$ cat src/rtl/dds_ctrl_pkg.sv
// Shared types and default widths for the DDS sweep controller and its helpers.
// DEF_DDS_LAT must track the pipeline latency of ddsx2.
package dds_ctrl_pkg;
    localparam int DEF_PHASE_W = 32;
    localparam int DEF_STEPS_W = 16;
    localparam int DEF_DWELL_W = 24;
    localparam int DEF_DDS_LAT = 6;

    typedef enum logic [1:0] {
        IDLE  = 2'd0,
        ISSUE = 2'd1,
        DWELL = 2'd2,
        DONE  = 2'd3
    } state_t;
endpackage

$ cat src/rtl/dds_settle_timer.sv
// Counts DDS pipeline latency after each phase-increment write; o_settled
// marks cycles where the DDS output reflects the most recent write.
module dds_settle_timer #(
    parameter int DDS_LAT = 6
) (
    input  logic i_clock,
    input  logic i_reset_n,
    input  logic i_clear,
    input  logic i_enable,
    output logic o_settled
);
    localparam int CNT_W = $clog2(DDS_LAT + 1);

    logic [CNT_W-1:0] cnt_q;
    logic             armed_q;

    always_ff @(posedge i_clock or negedge i_reset_n) begin
        if (!i_reset_n) begin
            cnt_q   <= '0;
            armed_q <= 1'b0;
        end else if (i_clear) begin
            cnt_q   <= CNT_W'(DDS_LAT - 1);
            armed_q <= 1'b1;
        end else if (!i_enable) begin
            cnt_q   <= '0;
            armed_q <= 1'b0;
        end else if (cnt_q != '0) begin
            cnt_q <= cnt_q - CNT_W'(1);
        end
    end

    // The issue cycle itself is never settled, even if the previous count expired.
    assign o_settled = armed_q && i_enable && !i_clear && (cnt_q == '0);
endmodule

$ cat src/rtl/dds_sweep_ctrl.sv
// Frequency sweep / hop scheduler: issues one phase-increment write per
// frequency to ddsx2, dwells D' cycles on each, optionally repeating.
module dds_sweep_ctrl
    import dds_ctrl_pkg::*;
#(
    parameter int PHASE_W = DEF_PHASE_W,
    parameter int STEPS_W = DEF_STEPS_W,
    parameter int DWELL_W = DEF_DWELL_W,
    parameter int DDS_LAT = DEF_DDS_LAT
) (
    input  logic               i_clock,
    input  logic               i_reset_n,
    input  logic               i_start,
    input  logic               i_abort,
    input  logic [PHASE_W-1:0] i_start_inc,
    input  logic [PHASE_W-1:0] i_step_inc,
    input  logic [STEPS_W-1:0] i_num_steps,
    input  logic [DWELL_W-1:0] i_dwell,
    input  logic               i_repeat,
    output logic [PHASE_W-1:0] o_phase_inc,
    output logic               o_phase_inc_valid,
    output logic               o_dds_ready,
    output logic               o_settled,
    output logic               o_busy,
    output logic               o_done,
    output logic [STEPS_W-1:0] o_step_idx,
    output state_t             o_state
);
    state_t             state_q, state_d;
    logic [PHASE_W-1:0] start_q, start_d;
    logic [PHASE_W-1:0] step_q, step_d;
    logic [STEPS_W-1:0] last_q, last_d;
    logic [DWELL_W-1:0] dwell_q, dwell_d;
    logic               rep_q, rep_d;
    logic [PHASE_W-1:0] inc_q, inc_d;
    logic [STEPS_W-1:0] idx_q, idx_d;
    logic [DWELL_W-1:0] cnt_q, cnt_d;
    logic               valid_q, valid_d;
    logic               busy_q, busy_d;
    logic               done_q, done_d;
    logic               end_of_dwell;

    always_comb begin
        end_of_dwell = (state_q == ISSUE) ? (dwell_q == DWELL_W'(1)) : (cnt_q == '0);
        state_d = state_q;
        start_d = start_q;
        step_d  = step_q;
        last_d  = last_q;
        dwell_d = dwell_q;
        rep_d   = rep_q;
        inc_d   = inc_q;
        idx_d   = idx_q;
        cnt_d   = cnt_q;
        valid_d = 1'b0;
        busy_d  = busy_q;
        done_d  = 1'b0;
        unique case (state_q)
            IDLE: begin
                busy_d = 1'b0;
                if (i_start && !i_abort) begin
                    start_d = i_start_inc;
                    step_d  = i_step_inc;
                    last_d  = (i_num_steps == '0) ? '0 : i_num_steps - STEPS_W'(1);
                    dwell_d = (i_dwell == '0) ? DWELL_W'(1) : i_dwell;
                    rep_d   = i_repeat;
                    inc_d   = i_start_inc;
                    idx_d   = '0;
                    cnt_d   = '0;
                    valid_d = 1'b1;
                    busy_d  = 1'b1;
                    state_d = ISSUE;
                end
            end
            ISSUE, DWELL: begin
                if (!end_of_dwell) begin
                    // The issue cycle counts as dwell cycle 1, hence D'-2 remaining.
                    cnt_d   = (state_q == ISSUE) ? dwell_q - DWELL_W'(2) : cnt_q - DWELL_W'(1);
                    state_d = DWELL;
                end else if (idx_q != last_q) begin
                    idx_d   = idx_q + STEPS_W'(1);
                    inc_d   = inc_q + step_q;
                    valid_d = 1'b1;
                    state_d = ISSUE;
                end else if (rep_q) begin
                    idx_d   = '0;
                    inc_d   = start_q;
                    valid_d = 1'b1;
                    state_d = ISSUE;
                end else begin
                    busy_d  = 1'b0;
                    done_d  = 1'b1;
                    state_d = DONE;
                end
            end
            DONE: begin
                busy_d  = 1'b0;
                state_d = IDLE;
            end
            default: state_d = IDLE;
        endcase
        if (i_abort && state_q != IDLE) begin
            state_d = IDLE;
            valid_d = 1'b0;
            busy_d  = 1'b0;
            done_d  = 1'b0;
        end
    end

    always_ff @(posedge i_clock or negedge i_reset_n) begin
        if (!i_reset_n) begin
            state_q <= IDLE;
            start_q <= '0;
            step_q  <= '0;
            last_q  <= '0;
            dwell_q <= '0;
            rep_q   <= 1'b0;
            inc_q   <= '0;
            idx_q   <= '0;
            cnt_q   <= '0;
            valid_q <= 1'b0;
            busy_q  <= 1'b0;
            done_q  <= 1'b0;
        end else begin
            state_q <= state_d;
            start_q <= start_d;
            step_q  <= step_d;
            last_q  <= last_d;
            dwell_q <= dwell_d;
            rep_q   <= rep_d;
            inc_q   <= inc_d;
            idx_q   <= idx_d;
            cnt_q   <= cnt_d;
            valid_q <= valid_d;
            busy_q  <= busy_d;
            done_q  <= done_d;
        end
    end

    dds_settle_timer #(.DDS_LAT(DDS_LAT)) u_settle (
        .i_clock   (i_clock),
        .i_reset_n (i_reset_n),
        .i_clear   (valid_q),
        .i_enable  (busy_q),
        .o_settled (o_settled)
    );

    assign o_phase_inc       = inc_q;
    assign o_phase_inc_valid = valid_q;
    assign o_dds_ready       = busy_q;
    assign o_busy            = busy_q;
    assign o_done            = done_q;
    assign o_step_idx        = idx_q;
    assign o_state           = state_q;
endmodule

$ cat config.mk
export PLATFORM = sky130hd
export DESIGN_NAME = dds_sweep_ctrl
export DESIGN_NICKNAME = d
export VERILOG_FILES = /design/src/rtl/dds_ctrl_pkg.sv /design/src/rtl/dds_settle_timer.sv /design/src/rtl/dds_sweep_ctrl.sv
export SDC_FILE = /design/constraint.sdc
export NUM_CORES = 1
export LEC_CHECK = 0
export ABC_AREA = 1
export CORE_MARGIN = 1.5
export CORE_UTILIZATION = 58
export CTS_BUF_LIST = sky130_fd_sc_hd__clkbuf_8
export DETAILED_ROUTE_END_ITERATION = 7
export HOLD_SLACK_MARGIN = 0.05
export MAX_ROUTING_LAYER = met4
export PLACE_DENSITY_LB_ADDON = 0.1
export SYNTH_ARGS = -nofsm -noshare
export SYNTH_HDL_FRONTEND = slang
export SYNTH_HIERARCHICAL = 1
export SYNTH_SLANG_ARGS = --single-unit
$ cat constraint.sdc
create_clock -name i_clock -period 2.25 [get_ports i_clock]
set_input_delay 0.3375 -clock i_clock [delete_from_list [all_inputs] [get_ports i_clock]]
set_output_delay 0.3375 -clock i_clock [all_outputs]
set_load 0.02 [all_outputs]
# After elaboration in Yosys (flattened, before gate mapping)
# Index checks and enable logic that the tools add are counted.
[totals]
reg_bits = 186
output_inout_bits = 55
elab_cells = 99
input_bits = 109
[classes]
reduce_logical = 20
eq_ne = 15
add_sub_neg = 6
mux = 44
[op_table]
columns = ["op", "count"]
rows = [
  ["$mux W32", 4],
  ["$mux W24", 4],
  ["$mux W16", 5],
  ["$pmux W32 S2", 1],
  ["$logic_not A24 Y1", 2],
  ["$pmux W24 S2", 1],
  ["$add A32 B32 Y32", 1],
  ["$pmux W16 S2", 1],
  ["$eq A24 B1 Y1 const B", 1],
  ["$sub A24 B1 Y24 const B", 1],
  ["$sub A24 B2 Y24 const B", 1],
  ["$mux W1", 17],
  ["$add A16 B1 Y16 const B", 1],
  ["$logic_not A16 Y1", 1],
  ["$ne A16 B16 Y1", 1],
  ["$sub A16 B1 Y16 const B", 1],
  ["$ne A3 B3 Y1 const B", 5],
  ["$mux W2", 5],
  ["$mux W3", 3],
  ["$ne A2 B2 Y1 const B", 4],
  ["$pmux W2 S3", 1],
  ["$reduce_and A3 Y1", 2],
  ["$logic_and A1 B1 Y1", 5],
  ["$eq A2 B2 Y1 const B", 2],
  ["13 further kinds", 15],
]

# Depth between registers and ports, before layout
# Gate-level depths: netlist (run 1).
[depth]
ltp_word = 5
depth_mapped = 15
mapped_depth_nobuf = 15

# Cells and area by module
# Netlist (run 1), hierarchy kept.
[modules_own_cells]
columns = ["mod", "seq_area_each_um2", "n_inst", "area_each_um2", "cells_per_inst"]
rows = [
  ["dds_sweep_ctrl", 4554.4, 1, 12462.0, 1922],
  ["dds_settle_timer", 100.1, 1, 259.0, 31],
]

# Worst setup path before layout (run 1)
# Ideal clock, no wire load.
[synth_timing]
path_kind = "flip-flop to flip-flop"
start = "register inc_q[0], in the netlist o_phase_inc[0]"
end = "register inc_q[14], in the netlist o_phase_inc[14]"
setup_time_ns = 0.116
n_path_buf = 0
stages_incl_launch_ff = 15
synth_period_minus_slack_ns = 2.105
path_slack_ns = 0.145
required_time_ns = 2.134
arrival_ns = 1.988
path_cell_list = "dfrtp_1 -> ha_1 -> fa_1 -> nand3_1 -> nand3_1 -> nand2_1 -> nand2_1 -> nand2_1 -> nand2_1 -> xnor2_1 -> nand2_1 -> nand2_1 -> nand2_1 -> nand2_1 -> nand2_1"
[synth_via]
elab_chain_cells = 4
[synth_lines]
columns = ["element", "line_no", "source"]
rows = [
  ["start: declaration", "dds_sweep_ctrl.sv:35", "logic [PHASE_W-1:0] inc_q, inc_d;"],
  ["start signal: assignment", "dds_sweep_ctrl.sv:130", "inc_q <= inc_d;"],
  ["$add A32 B32 Y32", "dds_sweep_ctrl.sv:81", "inc_d = inc_q + step_q;"],
  ["$mux W32", "dds_sweep_ctrl.sv:79", "end else if (idx_q != last_q) begin"],
  ["$mux W32", "dds_sweep_ctrl.sv:75", "if (!end_of_dwell) begin"],
  ["$pmux W32 S2", "dds_sweep_ctrl.sv:57", "unique case (state_q)"],
]
# No other way between the ends. The select of a mux whose other input is x is not followed.
# A chain may end at the register's enable or synchronous reset.

# Final worst setup path (run 1)
[layout_timing]
start = "register inc_q[2], in the netlist o_phase_inc[2]"
end = "register inc_q[11], in the netlist o_phase_inc[11]"
# The elaborated chain is that of the path after synthesis.

==> results of run 1 <==
## area by class of cell
cell class	count	area (sq um)
Clock inverter	13	171.4
Clock buffer	19	261.5
Tap cell	275	344.1
Timing Repair inverter	1	7.507
Sequential cell	186	4656
Multi-Input combinational cell	1449	6967
Antenna cell	1	2.502
Timing Repair Buffer	216	2118
Inverter	259	975.9
Fill cell	1786	5783
## registers in the layout (all words and copies together), names as in the netlist
name and cells:
step_q 32, last_q 16, o_state 2, u_settle/cnt_q 3, u_settle/armed_q 1, dwell_q 24, rep_q 1, o_done 1
o_step_idx 16, start_q 32, o_phase_inc_valid 1, o_busy 1, cnt_q 24, o_phase_inc 32
## cells in the final DEF (no fill, tap or decap), drive strengths merged, types with 3 or more instances in the layout
cell type,instances
nand2,791
clkinv,4
inv,265
o211ai,3
clkbuf,20
nor2,190
a21oi,39
ha,43
dfrtp,186
o22ai,8
or2,4
nand4,21
nor3,28
nand3b,7
xnor2,20
nor4,6
a21boi,12
o21ai,131
xor2,40
clkdlybuf4s50,161
nand3,96
buf,52
## cells by family (layout without fill, tap and decap cells)
group | after synthesis | after routing
buffers and inverters | 318 | 508
AOI/OAI and AO/OA | 201 | 201
adders and majority gates | 44 | 44
xor gates and xnor gates | 60 | 60
DFF | 186 | 186
and+or+nand+nor | 1144 | 1144
other | 0 | 1
## power groups by stage
stage               Combinational (mW)  Clock [mW]  Sequential, mW
floorplan                         9.39           0            6.04
global placement                  13.3           0            5.99
detailed placement                13.6           0            6.01
CTS                               13.7        2.54            5.96
global route                      16.0        2.66            6.17
finish                            14.2        2.51            6.03
## what timing repair did
item,4_1_cts,5_1_grt
pin swaps,0,6
hold buffers,1,0
buffers inserted,0,4
hold endpoints to repair,51,0
gates resized for setup,2,42
gates cloned,0,1
setup endpoints to repair,11,52
## path summary, 6_finish.rpt
check | from | end | slack (ps) | cells after the start
max in group asynchronous | i_reset_n | o_phase_inc[3] | 1160 | 3
min in group asynchronous | i_reset_n | step_q[22] | 400 | 2
worst max register to register | o_phase_inc[2] | o_phase_inc[11] | 100 | 12
worst max-delay path | o_phase_inc[2] | o_phase_inc[11] | 100 | 12
worst min-delay path | i_step_inc[7] | step_q[7] | 380 | 3
worst min register to register | start_q[0] | start_q[0] | 480 | 2
## layer usage
metal | up-vias | share of wire [%] | global-route usage, %
met5 | - | 0 | -
met2 | 425 | 46 | 51.55
met4 | 0 | 1.1 | 6.699
met1 | 5986 | 46 | 45.37
met3 | 37 | 6.5 | 4.608
li1 | 6408 | - | -
## metrics by stage
| step | TNS [ps] | setup slack (ps) | util, % | hold WS [ps] | power (mW) |
|---|---|---|---|---|---|
| 4_1_cts | 0 | 36.31 | 71.90 | 367.7 | 22.17 |
| 3_5_place_dp | -29.40 | -16.56 | 69.78 | 357.0 | 19.59 |
| 2_1_floorplan | 0 | 145.2 | - | 41.91 | 15.44 |
| 6_report | 0 | 96.99 | 72.83 | 377.6 | 22.75 |
| 3_3_place_gp | 0 | 87.45 | 69.78 | 350.5 | 19.27 |
| 5_1_grt | -44.00 | -29.21 | 72.83 | 380.4 | 24.85 |
## worst min-delay path: stages
cell	delay [ps]
clkdlybuf4s50_1	390
nand2_1	60
nand2_1	50
==> flow_metrics.tcl, run 1 <==
set metrics [dict create \
    ys_types 44 \
    drtPass1Iterations 6 \
    cp-end-kind "register" \
    pwr_density_cell_mw_per_mm2 1468 \
    rows 53 \
    grt_pass1_vias 11873 \
    tightestPinTransition_ps 693.6 \
    clock_skew_ps 21.92 \
    synth_top_cell_by_area "dfrtp_1" \
    drive_gt1_share_pct 7.466 \
    syn-num-nets 2106 \
    cts_buffers 17 \
    synth-simple-area-share_pct 36.28 \
    ys_ff_latch 186 \
    place_area_sq_mm 0.01485 \
    startpoint_type "register" \
    grt_antenna_before_repair 1 \
    area_delta_synth_final_pct 21.87 \
    synth_compound_area_share_pct 8.675 \
    yosysMostFrequentCell "nand2_1" \
    synth-main-ff-cell "dfrtp_1" \
    route.detailed.drc 0 \
    design_area_sq_mm 0.01550 \
    syn_area_sq_mm 0.01272 \
    synth_fa_ha_area_share_pct 4.387 \
    max_freq_mhz 464.5 \
    crit_buf_inv 1 \
    root_buffer "clkbuf_8" \
    cts_max_level 4 \
    final_max_slew_viol_count 0 \
    clockBufferDepth 2 \
    final_cells 2419 \
    synthTopCellsByArea "dfrtp_1, nand2_1, inv_1" \
    finalHoldViolCount 0 \
    cp_common_cell "nand2_1" \
    grt_setup_unrepaired "yes" \
    io_pins 164 \
    clkLatencyLatePin_ps 480 \
    status "finished, final reports clean" \
    required_ps 2680 \
    start_util_pct 59.76 \
    synthArstFlopShare_pct 100.0 \
    viasPerCell 5.315 \
    max_slew_margin_pct 53.54 \
    cts_tree "built" \
    core_area_sq_mm 0.02129 \
    totalWireLength_um 35860 \
    finalCriticalPeriod_ps 2153 \
    placed_cells 2380 \
    max_stage_delay_ps 420 \
    nets 2283 \
    syn_inst 1953 \
    netSwitchingPower_mw 11.57 \
    crit_family "simple AND/OR/NAND/NOR gates" \
    synth_xor_area_share_pct 4.131 \
    finalCritPeriodShare_pct 95.69 \
    p_clk_share_pct 11.0 \
    place.gp.congestion 1.007 \
    path_class "register to register" \
    die_w_um 151.1 \
    synth_top_area_share_pct 36.59 \
    postRouteAntennaNets 0 \
    grt_max_degree 67 \
    yosysSeqAreaShare_pct 36.59 \
    port_buffers 163 \
    crit_chain "ha_1 -> nand2_1 -> nand3_1 -> nand3_1 -> nand3b_1 -> nand2_1 -> inv_1 -> o21ai_0 -> nand2_1 -> nand2_1 -> nand2_1 -> nand2_1" \
    yosysWarnings 6 \
    pwr-share-comb_pct 62.4 \
    vias 12856 \
    dp_hpwl_um 27010 \
    crit_slowest_cell "dfrtp_1" \
    muxShareOfSynthArea_pct 0 \
    hold_class "primary input to register" \
    critPathArrivalTime_ps 2580 \
    clock_sinks 186 \
    sw_frac_of_total_pct 50.85 \
    drt_iter0_markers 948 \
    irDropWorstVdd_mv 0.7912 \
    track_usage_pct 32.78 \
    internal-power_mw 11.18 \
    synth_top_family_by_area "simple AND/OR/NAND/NOR gates" \
    syn_avg_cell_area_sq_um 6.514 \
    dieArea_sq_mm 0.02283 \
    finalSetupViolations 0 \
    routedWlPerCell_um 14.82 \
    cts.clk_slew.worst_paths_ps 120 \
    p_leak_nw 8.186 \
    gr-total-overflow 0 \
    maxCapViolCount 0 \
    grt_pass1_wl_um 57590 \
    seqPwrFrac_pct 26.5 \
    path_max_fanout 6 \
    yosys-top-cells-count "nand2_1, inv_1, dfrtp_1, nor2_1, o21ai_0" \
    die_y_um 151.1 \
    synth-edff-count 0 \
]
(Power assumes the default switching activity.)
==> run 2: changes to the inputs <==
CORE_MARGIN = 2   (was 1.5)
==> run 2 against run 1 <==
Net effect:
- global-route usage down 0.33 points
- power down 0.61%
- die area up 1.3%
- clock skew down 2.0 ps
- via count down 0.72%
- non-clock buffer count up 2
- sequential power about the same
- sequential cell count unchanged
- final cell count up 0.21%
- register-to-register slack better by 30 ps
- maximum frequency about the same
- core utilization down 1.5 points
- critical path type is now register to output pin
- critical endpoint is now o_settled
- highest routed layer unchanged
==> flow_metrics.tcl, run 2 (synthesized netlist as in run 1, its figures left out) <==
set metrics [dict create \
    finalSetupViolations 0 \
    grt_pass1_vias 12119 \
    p_leak_nw 8.209 \
    cts_buffers 17 \
    area_delta_synth_final_pct 21.54 \
    final_cell_mix "nand2_1, inv_1, dfrtp_1" \
    diodes 0 \
    rows 54 \
    totalWireLength_um 36440 \
    vias 12763 \
    root_buffer "clkbuf_8" \
    cts_tree "built" \
    max_stage_delay_ps 390 \
    power_mw 22.62 \
    required_ps 1910 \
    io_pins 164 \
    r2r-end "o_phase_inc[24]" \
    place.gp.congestion 1.017 \
    grt_pass1_wl_um 60160 \
    port_buffers 163 \
    path_class "register to output pin" \
    r2r-start "o_phase_inc[0]" \
    cts.clk_slew.worst_paths_ps 110 \
    final_common_cell "nand2_1" \
    drt_iter0_markers 929 \
    route.detailed.drc 0 \
    crit_family "buffers and inverters" \
    die_w_um 152.1 \
    maxCapViolCount 0 \
    crit_slowest_cell "dfrtp_1" \
    path_max_fanout 5 \
    design_area_sq_mm 0.01546 \
    clockBufferDepth 2 \
    max_slew_margin_pct 68.09 \
    irDropWorstVdd_mv 0.7583 \
    postRouteAntennaNets 0 \
    gr-total-overflow 0 \
    status "finished, final reports clean" \
    critPathArrivalTime_ps 1820 \
    drtPass1Iterations 6 \
    clock_skew_ps 19.89 \
    tightestPinTransition_ps 478.7 \
    viasPerCell 5.265 \
    startpoint_type "register" \
    grt_max_degree 71 \
    drive_gt1_share_pct 6.856 \
    track_usage_pct 32.45 \
    start_util_pct 58.65 \
    dp_hpwl_um 27600 \
    rrSetupSlack_ps 130 \
    dieArea_sq_mm 0.02313 \
    placed_cells 2389 \
    fin_util_pct 71.29 \
    routedWlPerCell_um 15.03 \
    core_area_sq_mm 0.02169 \
    finalCriticalPeriod_ps 2153 \
    finalHoldViolCount 0 \
    grt_setup_unrepaired "yes" \
    hold_class "primary input to async pin" \
    die_y_um 152.1 \
    pwr_density_cell_mw_per_mm2 1463 \
    cts_max_level 4 \
    cp-end-kind "output pin" \
    max_freq_mhz 464.4 \
    final_max_slew_viol_count 0 \
    crit_chain "inv_1 -> ha_1 -> inv_1 -> nor2_2 -> nand2_4 -> nor2_2 -> dlygate4sd2_1" \
    worst-r2r-cell-count 12 \
    place_area_sq_mm 0.01492 \
    clkLatencyLatePin_ps 490 \
    finalCritPeriodShare_pct 95.70 \
    grt_antenna_before_repair 0 \
    setup_tns_ps 0 \
    final_cells 2424 \
    nets 2284 \
    clock_sinks 186 \
    crit_buf_inv 3 \
]
run 2: worst reg2reg max path, delay by kind of cell, from the launching register on:
family,cells,cell delay (ps)
fa+ha+maj,2,590
flops,1,400
compound gates,1,60
simple gates,9,970
run 2: per-stage QoR:
stage / hold slack (ps) / setup WS (ps)
floorplan: 41.91 / 145.2
global placement: 332.9 / 36.50
detailed placement: 332.6 / -146.6
CTS: 346.9 / 33.19
global route: 360.9 / -4.996
finish: 371.2 / 96.86
run 2: worst max-delay path by stage:
stage,to,cells after the start,from,slack [ps]
5_1_grt,o_phase_inc[22],11,o_phase_inc[16],-5
3_5_place_dp,last_q[7],11,i_num_steps[0],-150
4_1_cts,o_phase_inc[28],12,o_phase_inc[0],30
6_report,o_settled,7,u_settle/cnt_q[0],100
2_1_floorplan,o_phase_inc[14],14,o_phase_inc[0],150
3_3_place_gp,last_q[9],11,i_num_steps[0],40
run 2: cell type report:
class / instances / area [sq um]
multi-input combinational: 1449 / 6934
fill: 1888 / 6227
sequential: 186 / 4656
timing repair buffer: 218 / 2150
inverter: 259 / 972.2
tap: 280 / 350.3
clock buffer: 18 / 247.7
clock inverter: 14 / 151.4
run 2: routing by layer:
metal	vias to the layer above	GRT usage [%]	wire [um]
met5	-	-	0
li1	6412	-	-
met3	42	4.763	2284
met4	0	7.388	472
met1	5932	45.73	16970
met2	377	49.96	16710
run 2: timing repair:
action | CTS | global route
resized for setup | 3 | 21
pin swaps | 0 | 1
hold buffers | 1 | 0
hold endpoints to repair | 51 | 0
buffers inserted | 0 | 2
endpoints found under the setup margin | 4 | 19
run 2: power by group:
| part | switching, mW | leakage, nW | internal (mW) |
|---|---|---|---|
| sequential | 1.26 | 2.34 | 4.75 |
| combinational | 8.88 | 5.66 | 5.37 |
| clock | 1.39 | 0.207 | 0.955 |
| total | 11.5 | 8.21 | 11.1 |
==> run 3: changes to the inputs <==
CTS_CLUSTER_SIZE = 10   (was not set)
SLEW_MARGIN = 25   (was not set)
==> results of run 3 <==
Same layout as run 2: the final DEF is identical, and so are final timing and power.
